`config.mk`:
```
export PLATFORM = sky130hd
export DESIGN_NAME = alu_flat
export DESIGN_NICKNAME = d
export VERILOG_FILES = /design/src/rtl/alu_if.sv /design/src/rtl/alu.sv /design/src/flat_wrapper.sv
export SDC_FILE = /design/constraint.sdc
export NUM_CORES = 2
export LEC_CHECK = 0
export CORE_MARGIN = 2
export CORE_UTILIZATION = 55
export DETAILED_ROUTE_END_ITERATION = 8
export MAX_ROUTING_LAYER = met4
export PLACE_DENSITY = 0.79
export SLEW_MARGIN = 10
export SYNTH_ARGS = -nofsm -noshare
export SYNTH_HDL_FRONTEND = slang
export SYNTH_SLANG_ARGS = --single-unit
```
`constraint.sdc`:
```
create_clock -name clk -period 17.9 [get_ports clk]
set_input_delay 3.58 -clock clk [delete_from_list [all_inputs] [get_ports clk]]
set_output_delay 3.58 -clock clk [all_outputs]
set_load 0.02 [all_outputs]
```
`src/rtl/alu_if.sv`:
```
// alu_if -- operand/result bundle for the two-stage ALU.
//   op       : 0 = float32 add, 1 = signed 32x32 multiply
//   x, y     : operands (float bit patterns or two's-complement integers)
//   result   : registered result, two edges after the operands are captured
//   overflow : registered overflow flag, aligned with result
// master drives operands and observes results; slave is the ALU side.
interface alu_if;
  logic        op;
  logic [31:0] x;
  logic [31:0] y;
  logic [31:0] result;
  logic        overflow;

  modport master (output op, x, y, input result, overflow);
  modport slave  (input op, x, y, output result, overflow);
endinterface

```
`src/rtl/alu.sv`:
```
// alu -- two-stage pipelined ALU: IEEE-754 single-precision add (op=0) or
// signed 32-bit multiply with overflow detection (op=1).
// Ports:
//   clk : rising-edge clock
//   rst : asynchronous active-low reset, clears every pipeline register
//   bus : alu_if.slave (op, x, y in; result, overflow out)
// Stage 1 registers op/x/y; stage 2 registers the computed result, so a
// result appears after the second edge following operand capture.
// Configuration macro: ALU_ROUND_NEAREST_EN selects round-to-nearest-even
// for the float add; without it the float add truncates toward zero.
// Float simplifications: subnormal inputs act as signed zero, subnormal
// results flush to +0, every NaN produces the quiet NaN 0x7FC00000.
module alu (
  input  logic clk,
  input  logic rst,
  alu_if.slave bus
);

  logic        op_q;
  logic [31:0] x_q;
  logic [31:0] y_q;
  logic [31:0] result_q;
  logic        overflow_q;

  always_ff @(posedge clk or negedge rst) begin
    if (!rst) begin
      op_q <= 1'b0;
      x_q  <= '0;
      y_q  <= '0;
    end else begin
      op_q <= bus.op;
      x_q  <= bus.x;
      y_q  <= bus.y;
    end
  end

  // Integer multiply: the low 64 bits of the product of sign-extended
  // operands equal the exact signed product.
  logic [63:0] x_ext;
  logic [63:0] y_ext;
  logic [63:0] prod;
  logic [32:0] prod_hi;
  logic        mul_ovf;

  assign x_ext   = {{32{x_q[31]}}, x_q};
  assign y_ext   = {{32{y_q[31]}}, y_q};
  assign prod    = x_ext * y_ext;
  assign prod_hi = prod[63:31];
  // Fits in 32 bits only when bits 63..31 are a pure sign extension.
  assign mul_ovf = !((prod_hi == '0) || (prod_hi == '1));

  // Float add
  logic              a_zero, b_zero, a_inf, b_inf, a_nan, b_nan;
  logic              a_big;
  logic              s_big;
  logic [7:0]        e_big, e_small, e_diff;
  logic [4:0]        sh_amt;
  logic [26:0]       m_big, m_small;
  logic [53:0]       sh_wide;
  logic [26:0]       m_aligned;
  logic [27:0]       m_sum;
  logic [4:0]        lz;
  logic [26:0]       m_norm;
  logic              round_up;
  logic [24:0]       m_round;
  logic signed [9:0] e_norm;
  logic signed [9:0] e_final;
  logic [31:0]       fadd_res;
  logic              fadd_ovf;

  always_comb begin
    a_zero = (x_q[30:23] == 8'd0);
    b_zero = (y_q[30:23] == 8'd0);
    a_inf  = (x_q[30:23] == 8'hFF) && (x_q[22:0] == 23'd0);
    b_inf  = (y_q[30:23] == 8'hFF) && (y_q[22:0] == 23'd0);
    a_nan  = (x_q[30:23] == 8'hFF) && (x_q[22:0] != 23'd0);
    b_nan  = (y_q[30:23] == 8'hFF) && (y_q[22:0] != 23'd0);

    // Exponent sits above mantissa, so the raw magnitude bits compare
    // as the magnitudes themselves.
    a_big = (x_q[30:0] >= y_q[30:0]);
    if (a_big) begin
      s_big   = x_q[31];
      e_big   = x_q[30:23];
      e_small = y_q[30:23];
      m_big   = {1'b1, x_q[22:0], 3'b000};
      m_small = {1'b1, y_q[22:0], 3'b000};
    end else begin
      s_big   = y_q[31];
      e_big   = y_q[30:23];
      e_small = x_q[30:23];
      m_big   = {1'b1, y_q[22:0], 3'b000};
      m_small = {1'b1, x_q[22:0], 3'b000};
    end

    // Align: the three low bits are guard/round/sticky; everything shifted
    // past them collapses into the sticky bit. Beyond 27 the small operand
    // is entirely sticky.
    e_diff    = e_big - e_small;
    sh_amt    = (e_diff > 8'd27) ? 5'd27 : e_diff[4:0];
    sh_wide   = {m_small, 27'd0} >> sh_amt;
    m_aligned = {sh_wide[53:28], sh_wide[27] | (|sh_wide[26:0])};

    if (x_q[31] == y_q[31]) m_sum = {1'b0, m_big} + {1'b0, m_aligned};
    else                    m_sum = {1'b0, m_big} - {1'b0, m_aligned};

    lz = 5'd28;
    for (int i = 0; i < 28; i++) begin
      if (m_sum[i]) lz = 5'(27 - i);
    end

    // lz==0 means a carry-out: shift right one, keeping the sticky bit.
    if (lz == 5'd0) m_norm = {m_sum[27:2], m_sum[1] | m_sum[0]};
    else            m_norm = m_sum[26:0] << (lz - 5'd1);
    e_norm = $signed({2'b00, e_big}) + 10'sd1 - $signed({5'b00000, lz});

`ifdef ALU_ROUND_NEAREST_EN
    round_up = m_norm[2] & (m_norm[1] | m_norm[0] | m_norm[3]);
`else
    round_up = 1'b0;
`endif
    m_round = {1'b0, m_norm[26:3]} + {24'd0, round_up};
    e_final = e_norm + (m_round[24] ? 10'sd1 : 10'sd0);

    fadd_res = '0;
    fadd_ovf = 1'b0;
    if (a_nan || b_nan || (a_inf && b_inf && (x_q[31] != y_q[31]))) begin
      fadd_res = 32'h7FC0_0000;
    end else if (a_inf) begin
      fadd_res = x_q;
    end else if (b_inf) begin
      fadd_res = y_q;
    end else if (a_zero && b_zero) begin
      fadd_res = '0;
    end else if (a_zero) begin
      fadd_res = y_q;
    end else if (b_zero) begin
      fadd_res = x_q;
    end else if (m_sum == '0) begin
      fadd_res = '0;
    end else if (e_final >= 10'sd255) begin
      fadd_res = {s_big, 8'hFF, 23'd0};
      fadd_ovf = 1'b1;
    end else if (e_final <= 10'sd0) begin
      fadd_res = '0;
    end else begin
      // A rounding carry leaves mantissa 1.000..., whose stored field is 0.
      fadd_res = {s_big, e_final[7:0], m_round[24] ? 23'd0 : m_round[22:0]};
    end
  end

`ifndef ALU_ROUND_NEAREST_EN
  // Guard/round/sticky only feed rounding in the nearest-even build.
  logic unused_grs;
  assign unused_grs = |m_norm[2:0];
`endif

  always_ff @(posedge clk or negedge rst) begin
    if (!rst) begin
      result_q   <= '0;
      overflow_q <= 1'b0;
    end else if (op_q) begin
      result_q   <= prod[31:0];
      overflow_q <= mul_ovf;
    end else begin
      result_q   <= fadd_res;
      overflow_q <= fadd_ovf;
    end
  end

  assign bus.result   = result_q;
  assign bus.overflow = overflow_q;

endmodule

```
`src/flat_wrapper.sv`:
```
// flat-port wrapper written by rule: the top's interface ports become plain ports
module alu_flat 
  (clk, rst, bus_op, bus_x, bus_y, bus_result, bus_overflow);
  alu_if bus_i ();
  input  logic clk;
  input  logic rst;
  input wire logic [$bits(bus_i.op)-1:0] bus_op;
  input wire logic [$bits(bus_i.x)-1:0] bus_x;
  input wire logic [$bits(bus_i.y)-1:0] bus_y;
  output wire logic [$bits(bus_i.result)-1:0] bus_result;
  output wire logic [$bits(bus_i.overflow)-1:0] bus_overflow;
  assign bus_i.op = bus_op;
  assign bus_i.x = bus_x;
  assign bus_i.y = bus_y;
  assign bus_result = bus_i.result;
  assign bus_overflow = bus_i.overflow;
  alu u_core (.clk(clk), .rst(rst), .bus(bus_i));
endmodule
```
After elaboration in Yosys (flattened, before gate mapping) --
Cells that the tools add are included.
Word-level totals: bits in registers 98, bits in latches 0, RAM bits 0, memory bits (read-only) 0, input port bits 67, output and inout bits 33, logic and storage cells 101, memories kept 0
Operators by class: $add $sub $neg 6, multipliers 1, divide/modulo/power cells 0, magnitude comparators 4, eq/ne operators 5, shift-type cells 2, mux-type cells 55, bitwise logic cells 2, reductions and logical operators 21
Operators by type and width (number):
- $mux W32 | 10
- $mux W5 | 17
- $mux W26 | 3
- $mul A32 B32 Y64 | 1
- $shr A54 B5 Y54 | 1
- $logic_not A23 Y1 | 2
- $reduce_bool A23 Y1 | 2
- $eq A33 B33 Y1 const B | 1
- $logic_not A33 Y1 | 1
- $mux W4 | 8
- $ge A31 B31 Y1 | 1
- $add A27 B27 Y28 | 1
- $logic_not A28 Y1 | 1
- $mux W28 | 1
- $sub A27 B27 Y28 | 1
- $reduce_or A27 Y1 | 1
- $shl A27 B5 Y26 | 1
- $eq A8 B8 Y1 const B | 2
- $logic_not A8 Y1 | 2
- $mux W8 | 2
- $mux W3 | 4
- $ge A10 B9 Y1 const B | 1
- $le A10 B1 Y1 const B | 1
- $mux W1 | 10
- other kinds (12) | 21

Longest topological paths before layout --
depth after elaboration 51, mapped depth 77, depth with buffers taken out 66

Least setup slack after synthesis --
Ideal clock, no wire load.
path kind flip-flop to flip-flop, from reg u_core.y_q[18], to reg u_core.overflow_q (netlist: u_core.bus.overflow), setup time 0.132 ns, data arrival time 14.608 ns, setup slack 3.160 ns, cell stages (with the launch flop) 69, cell sequence dfrtp_1 -> clkbuf_1 -> clkbuf_1 -> inv_1 -> ha_1 -> nand4_1 -> nor4_2 -> a21oi_4 -> a21oi_4 -> buf_2 -> clkbuf_1 -> clkbuf_1 -> buf_1 -> mux2i_1 -> ha_1 -> nand2_1 -> nand2_1 -> a221oi_1 -> [33 not listed] -> ha_1 -> inv_1 -> fa_1 -> a21o_1 -> a21oi_1 -> nor2b_1 -> or3_1 -> nor3_1 -> a21o_1 -> o31a_1 -> nor2_1 -> inv_1 -> nor4_1 -> nor4bb_1 -> nand4bb_1 -> or4_1 -> nor4_1 -> a211oi_1
Between the ends: word-level cells in the longest chain between the ends 49
RTL lines:
- start, declared | line alu.sv:21 | logic [31:0] y_q;
- start signal, assigned | line alu.sv:33 | y_q <= bus.y;
- $ge A31 B31 Y1 | line alu.sv:81 | a_big = (x_q[30:0] >= y_q[30:0]);
- $mux W8 | line alu.sv:82 | if (a_big) begin
- $sub A8 B8 Y8 | line alu.sv:99 | e_diff = e_big - e_small;
- $gt A8 B5 Y1 | line alu.sv:100 | sh_amt = (e_diff > 8'd27) ? 5'd27 : e_diff[4:0];
- $mux W5 | line alu.sv:100
- $shr A54 B5 Y54 | line alu.sv:101 | sh_wide = {m_small, 27'd0} >> sh_amt;
- $reduce_or A27 Y1 | line alu.sv:102 | m_aligned = {sh_wide[53:28], sh_wide[27] | (|sh_wide[26:0])};
- $or A1 B1 Y1 | line alu.sv:102
- [33 not listed]
- $mux W1 | line alu.sv:139 | end else if (m_sum == '0) begin
- $mux W1 | line alu.sv:137 | end else if (b_zero) begin
- $mux W1 | line alu.sv:135 | end else if (a_zero) begin
- $mux W1 | line alu.sv:133 | end else if (a_zero && b_zero) begin
- $mux W1 | line alu.sv:131 | end else if (b_inf) begin
- $mux W1 | line alu.sv:129 | end else if (a_inf) begin
- $mux W1 | line alu.sv:127 | if (a_nan || b_nan || (a_inf && b_inf && (x_q[31] != y_q[31]))) begin
- $mux W1 * | line alu.sv:162 | end else if (op_q) begin
- end signal, assigned | line alu.sv:164 | overflow_q <= mul_ovf;
- end signal, assigned | line alu.sv:167 | overflow_q <= fadd_ovf;
- end, declared | line alu.sv:23 | logic overflow_q;
Mark *: on every way between the ends. The rest lies on a longest branch, timed or not.

Worst setup path after layout --
from reg u_core.x_q[0], to reg u_core.overflow_q (netlist: u_core.bus.overflow)
Between the ends: word-level cells in the longest chain between the ends 49
RTL lines:
- start, declared | line alu.sv:20 | logic [31:0] x_q;
- start signal, assigned | line alu.sv:32 | x_q <= bus.x;
- $ge A31 B31 Y1 | line alu.sv:81
- $mux W8 | line alu.sv:82
- $sub A8 B8 Y8 | line alu.sv:99
- $gt A8 B5 Y1 | line alu.sv:100
- $mux W5 | line alu.sv:100
- $shr A54 B5 Y54 | line alu.sv:101
- $reduce_or A27 Y1 | line alu.sv:102
- $or A1 B1 Y1 | line alu.sv:102
- [33 not listed]
- $mux W1 | line alu.sv:139
- $mux W1 | line alu.sv:137
- $mux W1 | line alu.sv:135
- $mux W1 | line alu.sv:133
- $mux W1 | line alu.sv:131
- $mux W1 | line alu.sv:129
- $mux W1 | line alu.sv:127
- $mux W1 * | line alu.sv:162
Marked as above.

==> results.yml <==
status:
  outcome: "completed"
cts:
  cts_setup_buffers: 0
  clk_latency_ps: 420
  cts_tree: "yes"
  path_clk_slew_ps: 80
  ctsHtreeMaxLevel: 3
  numCtsBuffers: 9
  ctsResizeCount: 0
  hold_buffers: 0
  cts_root_buf: "clkbuf_16"
  clkSinkCount: 98
  cts.path.max_buffers: 2
placement:
  io_buffers: 99
  gp_congestion: 1.07
  dp_hpwl_um: 121000
grt:
  grt_pass1_vias: 42200
  grtUsageTotal_pct: 36.6
  grt_overflow: 0
  grt_max_degree: 56
  antenna_found_initial: 10
  grt_first_pass_wirelength_um: 244000
layout:
  final_cell_mix: "fa_1 (1084), inv_1 (1069), and2_1 (556)"
  regArea_um2: 2450
  multi_input_area_um2: 41200
  nFillCells: 7708
  areaGrowthSynthToFinish_pct: 4.46
  drive_gt1_share_pct: 4.14
  nets: 6815
  layout.cells.most_common: "fa_1"
timing:
  max-slew-margin-rel_pct: 16.8
  drv_slew: 0
  rsz0062_at_grt: "no"
  fin_crit_ps: 16490
  fmax_ghz: 0.0607
  tightest_slew_ps: 1210
  fin_skew_ps: 40.1
  finalHoldViolCount: 0
  min_period_over_period_pct: 92.1
  setup_violations: 0
  setup_tns_ps: 0
min_path:
  hold-path-cell-count: 3
  hold_path_class: "reg2reg"
worst_setup_path:
  cp.required_ps: 18160
  max_stage_delay_ps: 770
  arrival_ps: 16750
  crit_type: "reg2reg"
  reg2reg_depth: 58
  slowest_stage: "dfrtp_1"
  crit_path_start_kind: "register"
  r2r_setup_slack_ps: 1410
  end_kind: "register"
  critical_path.max_fanout: 32
  cpMostUsedCell: "ha_1"
logic_synthesis:
  async_flop_share_pct: 100
  synth_largest_area_cell: "fa_1"
  synth_top_area_share_pct: 44.3
  netlist_instances: 5510
  synth-seq-cells: 98
  yosysUniqueCellTypes: 118
  syn-num-nets: 6940
  synth_area_leaders: "fa_1 (44%), inv_1 (8.2%), ha_1 (7.1%)"
  syn_avg_cell_area_um2: 8.89
  synth_edf_count: 0
  synth_area_um2: 49000
  synth_seq_area_share_pct: 5.00
  yosys_warnings: 0
  ys.flop_type: "dfrtp_1"
detailed_routing:
  antenna_left: 0
  totalWireLength_um: 157000
  routed-via-count: 40100
  drt-initial-drc-count: 4389
  wl_per_cell_um: 24.0
  drc: 0
  viasPerCell: 6.11
  drt_pass1_iterations: 9
floorplan:
  core_area_um2: 88400
  io_pins: 100
  start_util_pct: 55.4
  die_h_um: 302
  die_w_um: 302
  rows: 109
  die_area_um2: 91500
run:
  cap_violations: 0
synth_stat cells, drive strengths merged (10+ instances only):
library cell and instances:
a211oi 41, a21o 45, a21oi 167, a221oi 10, a222oi 18, a22oi 17
a31oi 33, and2 556, and3 26, buf 47, clkbuf 284, dfrtp 98
fa 1084, ha 279, inv 1072, mux2 45, mux2i 86, nand2 538
nand2b 25, nand3 60, nand4 29, nor2 261, nor2b 21, nor3 65
nor4 30, o211ai 26, o21a 28, o21ai 146, o21bai 20, o221ai 11
o31ai 21, or2 13, or3 23, or4 10, xnor2 89, xor2 39
worst max-delay path, delay by kind of cell (launching register included):
| family | cells | cell delay [ps] |
|---|---|---|
| flops | 1 | 770 |
| fa+ha+maj | 5 | 1510 |
| mux | 2 | 400 |
| simple gates | 24 | 6690 |
| compound gates | 19 | 5080 |
| buf+inv | 6 | 1410 |
| xor+xnor | 2 | 450 |
final timing paths:
| path | from | to |
|---|---|---|
| worst min register to register | u_core.y_q[29] | u_core.bus.result[29] |
| max in group asynchronous | rst | u_core.x_q[3] |
| worst max-delay path | u_core.x_q[0] | u_core.bus.overflow |
| worst min-delay path | u_core.y_q[29] | u_core.bus.result[29] |
| worst max register to register | u_core.x_q[0] | u_core.bus.overflow |
| min in group asynchronous | rst | u_core.y_q[19] |
kinds of logic (layout without fill, tap and decap cells):
logic type | after synthesis | after routing | share of synthesized area (%)
AO/OA/AOI/OAI | 695 | 695 | 9.66
other | 0 | 10 | 0
buffers and inverters | 1405 | 1285 | 10.9
AND/OR/NAND/NOR | 1686 | 1686 | 17.6
flip-flops | 98 | 98 | 5.00
XOR/XNOR | 128 | 128 | 2.43
adder cells (fa/ha/maj) | 1364 | 1364 | 51.4
multiplexers | 134 | 134 | 2.94
registers in the layout, summed over array words and instances (netlist names):
signal and cells:
u_core.bus.overflow 1, u_core.x_q 32, u_core.op_q 1, u_core.bus.result 32
u_core.y_q 32
area by class of cell:
cell class                 count  share of cell area, %
antenna                       10                 0.0489
tap                         1165                   2.85
clock inverter                 7                  0.171
multi-input combinational   4007                   80.5
clock buffer                   9                  0.440
timing repair buffer         195                   3.34
inverter                    1074                   7.88
sequential                    98                   4.79
through the flow:
stage          util [%]  hold WS (ps)  cells  instance area (um^2)  setup slack (ps)
4_1_cts            57.9           852   6555                 51200              1790
6_report           57.9           861   6565                 51200              1410
2_1_floorplan         -           611   5510                 49000              3160
5_1_grt            57.9           867   6565                 51200               380
3_3_place_gp       57.5           835   6539                 50900              2200
3_5_place_dp       57.5           848   6539                 50900              1820
routing by layer:
metal  vias to the layer above  GRT usage (%)  wire [um]
met1                     20300           46.1      57800
met2                      2434           55.2      71700
met3                       565           9.23      18200
met4                         0           18.1       9620
li1                      16800              -          -
met5                         -              -          0
Power is left out: the tool's default activity adds up to more than one toggle a clock period on the data nets, which glitch-free logic cannot reach.
